$ cat src/rtl/fetch_unit_pipe.sv
`default_nettype none
// ============================================================================
// Module      : fetch_unit_pipe
// Description : Instruction fetch stage with IF/ID register, redirect, HALT detect
// Revision    : 1.0
// ============================================================================
module fetch_unit_pipe #(
   parameter int                DATA_W    = 32,
   parameter logic [DATA_W-1:0] RESET_PC  = '0,
   parameter logic [DATA_W-1:0] HALT_WORD = '1,
   parameter int                CNT_W     = 16
) (
   input  logic              clk,
   input  logic              rst_n,
   input  logic              stall_f,
   input  logic              stall_d,
   input  logic              flush_d,
   input  logic              pc_src_e,
   input  logic [DATA_W-1:0] branch_target_e,
   input  logic [DATA_W-1:0] imem_rdata,
   output logic [DATA_W-1:0] imem_addr,
   output logic [DATA_W-1:0] instr_d,
   output logic [DATA_W-1:0] pc_d,
   output logic [DATA_W-1:0] pc_plus4_d,
   output logic              valid_d,
   output logic              halted,
   output logic [CNT_W-1:0]  fetch_count
);

   typedef enum logic [1:0] {
      S_BOOT = 2'd0,
      S_RUN  = 2'd1,
      S_HALT = 2'd2
   } state_t;

   localparam logic [DATA_W-1:0] c_four      = DATA_W'(4);
   localparam logic [DATA_W-1:0] c_word_mask = ~DATA_W'(3);
   localparam logic [CNT_W-1:0]  c_cnt_max   = '1;

   state_t              r_state;
   logic [DATA_W-1:0]   r_pc;
   logic [DATA_W-1:0]   r_instr;
   logic [DATA_W-1:0]   r_pc_d;
   logic [DATA_W-1:0]   r_pc_plus4_d;
   logic                r_valid;
   logic                r_halted;
   logic [CNT_W-1:0]    r_count;

   logic [DATA_W-1:0]   w_pc_plus4;
   logic [DATA_W-1:0]   w_target;
   logic                w_is_halt;
   logic                w_in_run;
   logic                w_redirect;
   logic                w_halt_accept;
   logic                w_load;
   logic                w_bubble;

   assign w_pc_plus4    = r_pc + c_four;
   assign w_target      = branch_target_e & c_word_mask;
   assign w_is_halt     = (imem_rdata == HALT_WORD);
   assign w_in_run      = (r_state == S_RUN);
   assign w_redirect    = pc_src_e && (r_state != S_BOOT);
   assign w_halt_accept = w_in_run && w_is_halt && !pc_src_e && !flush_d && !stall_d && !stall_f;
   // A real word enters IF/ID only when nothing kills, holds or bubbles it.
   assign w_load        = !flush_d && !pc_src_e && !stall_d && w_in_run && !w_is_halt;
   assign w_bubble      = flush_d || pc_src_e || (!stall_d && !w_load);

   always_ff @(posedge clk) begin
      if (!rst_n) begin
         r_state      <= S_BOOT;
         r_halted     <= 1'b0;
         r_pc         <= RESET_PC;
         r_instr      <= '0;
         r_pc_d       <= '0;
         r_pc_plus4_d <= '0;
         r_valid      <= 1'b0;
         r_count      <= '0;
      end else begin
         case (r_state)
            S_BOOT: begin
               r_state  <= S_RUN;
               r_halted <= 1'b0;
            end
            S_RUN: begin
               if (w_halt_accept) begin
                  r_state  <= S_HALT;
                  r_halted <= 1'b1;
               end
            end
            S_HALT: begin
               if (pc_src_e) begin
                  r_state  <= S_RUN;
                  r_halted <= 1'b0;
               end
            end
            default: begin
               r_state  <= S_BOOT;
               r_halted <= 1'b0;
            end
         endcase

         if (w_redirect) begin
            r_pc <= w_target;
         end else if (!stall_f && w_in_run && !w_halt_accept) begin
            r_pc <= w_pc_plus4;
         end

         if (w_bubble) begin
            r_instr      <= '0;
            r_pc_d       <= '0;
            r_pc_plus4_d <= '0;
            r_valid      <= 1'b0;
         end else if (w_load) begin
            r_instr      <= imem_rdata;
            r_pc_d       <= r_pc;
            r_pc_plus4_d <= w_pc_plus4;
            r_valid      <= 1'b1;
         end

         if (w_load && (r_count != c_cnt_max)) begin
            r_count <= r_count + 1'b1;
         end
      end
   end

   assign imem_addr   = r_pc;
   assign instr_d     = r_instr;
   assign pc_d        = r_pc_d;
   assign pc_plus4_d  = r_pc_plus4_d;
   assign valid_d     = r_valid;
   assign halted      = r_halted;
   assign fetch_count = r_count;

endmodule
`default_nettype wire

$ cat config.mk
export PLATFORM = sky130hd
export DESIGN_NAME = fetch_unit_pipe
export DESIGN_NICKNAME = d
export VERILOG_FILES = /design/src/rtl/fetch_unit_pipe.sv
export SDC_FILE = /design/constraint.sdc
export NUM_CORES = 1
export LEC_CHECK = 0
export CAP_MARGIN = 20
export CORE_MARGIN = 2
export CORE_UTILIZATION = 46
export DETAILED_ROUTE_END_ITERATION = 12
export GPL_ROUTABILITY_DRIVEN = 0
export PLACE_DENSITY = 0.81
export SLEW_MARGIN = 20
export SYNTH_ARGS = -nofsm -noshare
export SYNTH_HDL_FRONTEND = slang
export SYNTH_SLANG_ARGS = --single-unit
$ cat constraint.sdc
create_clock -name clk -period 2.4 [get_ports clk]
set_clock_uncertainty 0.1 [all_clocks]
set_input_delay 0.24 -clock clk [delete_from_list [all_inputs] [get_ports clk]]
set_output_delay 0.24 -clock clk [all_outputs]
set_load 0.05 [all_outputs]
# Yosys cells after proc, flatten, opt, wreduce, memory -nomap -nowiden
# Index checks and enable logic that the tools add are counted.
[op_classes] eq_ne=6 muxes=8 reduce_logical=29 addsub=2 n_bitwise=1
[op_table] cell="32-bit two-way mux" n=2
[op_table] cell="32-bit by 3-bit adder with 32-bit output, second input constant" n=1
[op_table] cell="32-bit equality test, second input constant" n=1
[op_table] cell="16-bit by 1-bit adder with 16-bit output, second input constant" n=1
[op_table] cell="16-bit != test, second input constant" n=1
[op_table] cell="1-bit logical AND" n=14
[op_table] cell="1-bit zero test" n=7
[op_table] cell="2-bit case mux with 3 select lines" n=1
[op_table] cell="2-bit two-way mux" n=2
[op_table] cell="2-bit nonzero test" n=2
[op_table] cell="2-bit OR reduction" n=2
[op_table] cell="2-bit by 1-bit equality test with 1-bit output, second input constant" n=1
[op_table] cell="2-bit equality test, second input constant" n=1
[op_table] cell="2-bit zero test" n=1
[op_table] cell="1-bit logical OR" n=2
[op_table] cell="1-bit two-way mux" n=2
[op_table] cell="2-bit by 1-bit != test with 1-bit output, second input constant" n=1
[op_table] cell="2-bit != test, second input constant" n=1
[op_table] cell="1-bit case mux with 2 select lines" n=1
[op_table] cell="2-bit AND reduction" n=1
[op_table] cell="1-bit NOT" n=1
[word_totals] elab_cells=55 inputBits=70 regBits=148 output_inout_bits=146

# Longest topological paths before layout
[logic_depth] word_depth=10 depth_mapped=8 mapped_depth_nobuf=6

# Least setup slack after synthesis
# No wires, ideal clock.
[synth_timing] path_type="flip-flop to flip-flop" start="register r_pc[15], in the netlist imem_addr[15]" end="register r_pc[31], in the netlist imem_addr[31]" n_path_buf=1 path_slack_ps=-260 required_time_ps=2226 setup_ps=74 stages_incl_launch_ff=7 period_less_slack_ps=2660 arrival_time_ps=2486 cell_sequence="dfxtp_1 buf_2 nand3_2 or4_4 or4b_4 or3_1 a31oi_1"
[synth_via] elab_chain_len=3
[synth_lines] element="start: declaration" line="41" rtl="logic [DATA_W-1:0] r_pc;"
[synth_lines] element="start signal: assignment" line="103" rtl="r_pc <= w_target;"
[synth_lines] element="start signal: assignment" line="105" rtl="r_pc <= w_pc_plus4;"
[synth_lines] element="32-bit by 3-bit adder with 32-bit output" line="58" rtl="assign w_pc_plus4 = r_pc + c_four;"
[synth_lines] element="32-bit two-way mux" line="104" rtl="end else if (!stall_f && w_in_run && !w_halt_accept) begin"
[synth_lines] element="32-bit two-way mux" line="102" rtl="if (w_redirect) begin"
# Every way passes these cells. The select of a mux whose other input is x is not followed.
# A chain may end at the register's enable or synchronous reset.

# Worst setup path after layout
[layout_timing] start="register r_state[0]" end="register r_count[6], in the netlist fetch_count[6]"
[layout_via] elab_chain_len=4
[layout_lines] element="start: declaration" line="40" rtl="state_t r_state;"
[layout_lines] element="start signal: assignment" line="70" rtl="r_state <= S_BOOT;"
[layout_lines] element="start signal: assignment" line="81" rtl="r_state <= S_RUN;"
[layout_lines] element="start signal: assignment" line="86" rtl="r_state <= S_HALT;"
[layout_lines] element="2-bit by 1-bit equality test with 1-bit output" line="61" rtl="assign w_in_run = (r_state == S_RUN);"
[layout_lines] element="1-bit logical AND (2 in a row)" line="65" rtl="assign w_load = !flush_d && !pc_src_e && !stall_d && w_in_run && !w_is_halt;"
[layout_lines] element="1-bit logical AND" line="120" rtl="if (w_load && (r_count != c_cnt_max)) begin"
[layout_lines] element="end signal: assignment" line="121" rtl="r_count <= r_count + 1'b1;"
[layout_lines] element="end: declaration" line="47" rtl="logic [CNT_W-1:0] r_count;"
# Every way passes these cells.

==> qor.csv <==
metric;value;unit
status;completed;
Yosys cell types;51;
detailed placement HPWL;13400;µm
Final nets;1083;
Final period util;0.956;
fin crit period;2.30;ns
Worst Max-Slew Pin Slew;0.724;ns
All-Layer GR Usage;0.259;
cell taking the most area after synthesis;dfxtp_1;
core box area;13300;µm²
Int Power;4510;µW
NetSw;1410;µW
ranking of synthesized cells by area;dfxtp_1, nand2_1, a21oi_1, o21ai_0, a211oi_1;
Seq cells post-synth;142;
slowest stage delay, CP;0.52;ns
unrepaired setup endpoints after global routing;no;
pin count of the biggest net entering global routing;52;
total number of vias;6600;
nature of the critical path endpoint;register;
first-pass GRT wire length;30500;µm
Hold Slack;0.130;ns
WP data arrival;2.53;ns
delay-heaviest family, CP;simple AND/OR/NAND/NOR gates;
total gr overflow;0;
max-cap viol count;0;
Initial DRT Pass Iterations;5;
Worst Path Buf+Inv;1;
Root Buffer;clkbuf_16;
overall power;5920;µW
most frequent cells after synthesis;nand2_1, dfxtp_1, a21oi_1;
row count;42;
CTS clk-pin slew, worst paths;0.06;ns
Syn-to-layout area delta;50.1;%
EDFF count, synth;0;
hold wc startpoint;rst_n;
drt wl/cell;15.9;µm
PD cells;622;nW/µm²
R2R Setup Slk;0.10;ns
CP max-delay cell;or4_1;
synthesized cell area;6340;µm²
initial antenna violation count;0;
fraction of layout instances using a drive strength above 1;0.105;
CTS tree;done;
final count of negative-setup-slack endpoints;0;
DRC violations left;0;
Crit Path Category;register to register;
Crit Path Max Fanout;31;
Clock Path Buffers;2;
Main synth FF type;dfxtp_1;
Sequential Power Share;0.411;
Synth Instances;797;
type of origin of the critical path;register;
CTS Buf Count;17;
Setup Fix Bufs, Post-CTS;0;
max frequency;0.436;GHz
Clock power frac;0.479;
hold endpoint;imem_addr[15];
Die Y;121;µm
post-route antenna net violation count;0;
Comb power frac;0.110;
final wirelength;19100;µm
worst reg2reg endpoint;fetch_count[6];
die width;121;µm
Final Max Slew Viols;0;
FFs w/ async S/R, synth;0;
switch share;0.238;
maximum vdd drop;0.571;mV
I/O Buffers;207;
syn_area_per_cell;7.95;µm²
vias in the first global route;6293;
P_leak;0.00311;µW
worst skew pair latency;0.42;ns
Initial Util;0.475;
count leader, synth;nand2_1;
hold violation count in the final report;0;
Filler Cell Count;1088;
reg2reg path depth;6;
Yosys top cell area share;0.448;
IO Pins;216;
worst hold path class;input pin to register;
sequential-to-total area share from yosys stat;0.448;
Max-slew headroom;0.516;
Die ar.;14700;µm²
Via density;5.50;
worst-path cell chain;nor2b_1, and3b_1, a21bo_4, buf_12, or4_1, a21oi_1;
Hold Path Cell Cnt;3;
critical path required time;2.64;ns
Antenna diodes;0;
launch point of the worst reg-to-reg path;r_state[0];
Clock Sink Count;142;
Synth Warn #;0;
CTS HTree Levels;4;
Starting DRT DRC Count;539;
==> worst register-to-register path, stage by stage, from the launching register on <==
cell and delay [ns]:
dfxtp_1 0.45, nor2b_1 0.24, and3b_1 0.25, a21bo_4 0.28
buf_12 0.17, or4_1 0.53, a21oi_1 0.20
==> state kept, by name, summed over array words and instances, names as in the netlist <==
name,count
halted,1
instr_d,32
pc_d,30
imem_addr,30
valid_d,1
pc_plus4_d,30
fetch_count,16
r_state,2
==> routing by layer <==
| layer | track usage | routed length [µm] | vias up |
|---|---|---|---|
| li1 | - | - | 3238 |
| met5 | 0 | 0 | - |
| met1 | 0.316 | 8020 | 3088 |
| met3 | 0.0888 | 1500 | 32 |
| met4 | 0.0884 | 313 | 0 |
| met2 | 0.425 | 9300 | 242 |
==> worst max-delay path by stage <==
stage	depth (start not counted)	start	slack, ns	endpoint
2_1_floorplan	6	imem_addr[15]	-0.07	imem_addr[31]
3_3_place_gp	8	imem_rdata[6]	-0.16	pc_plus4_d[8]
3_5_place_dp	8	imem_rdata[8]	-0.24	pc_plus4_d[14]
4_1_cts	6	r_state[0]	0.13	fetch_count[6]
5_1_grt	6	r_state[0]	0.004	pc_plus4_d[14]
6_report	6	r_state[0]	0.10	fetch_count[6]
==> power by group through the flow <==
stage	Combinational, µW	Clock, µW	Sequential [µW]
detailed placement	644	0	2480
floorplan	217	0	2610
global placement	639	0	2480
global route	694	2990	2440
CTS	649	2880	2430
finish	651	2830	2430
==> stage by stage <==
stage	cell area [µm²]	setup slack (ns)	setup TNS (ns)	std cells	utilization
6_report	9520	0.105	0	1200	0.713
2_1_floorplan	6370	-0.0693	-0.0693	802	-
5_1_grt	9520	0.00406	0	1200	0.713
4_1_cts	9510	0.133	0	1200	0.713
3_5_place_dp	8870	-0.239	-16.04	1168	0.665
3_3_place_gp	8870	-0.156	-9.08	1168	0.665
==> logic make-up (layout without fill, tap and decap cells) <==
| family | Yosys count | in the layout | synth area share |
|---|---|---|---|
| DFF | 142 | 142 | 0.448 |
| other | 1 | 6 | 0.000592 |
| xor gates and xnor gates | 29 | 29 | 0.0401 |
| AOI/OAI and AO/OA | 202 | 202 | 0.187 |
| adders and majority gates | 2 | 2 | 0.00395 |
| buffers and inverters | 74 | 296 | 0.0523 |
| and+or+nand+nor | 341 | 341 | 0.259 |
| muxes | 6 | 6 | 0.00948 |
==> area by class of cell <==
type                            count  area, µm²  area share
Clock buffer                       21        480      0.0505
Clock inverter                     11        161      0.0170
Inverter                            5       18.8     0.00197
Multi-Input combinational cell    586       3220       0.338
Sequential cell                   142       2860       0.300
Tap cell                          176        220      0.0231
Timing Repair Buffer              259       2560       0.269
==> what timing repair did <==
action,CTS,global route
hold buffers,0,0
endpoints found under the setup margin,0,4
resized for setup,0,1
hold endpoints to repair,0,0
==> cells in the final DEF, fill, tap and decap left out, drive strengths merged, types with 8 or more instances in the layout <==
cell	instances
dfxtp	142
a211oi	27
or4	10
clkdlybuf4s50	206
nor3	8
a31oi	24
nand2	158
o21ai	50
clkbuf	21
nand4	19
or3	25
xor2	18
buf	53
o31ai	8
nor2	44
nand3	36
xnor2	11
a21oi	77
Note: power is estimated with default switching activity, not from simulation.
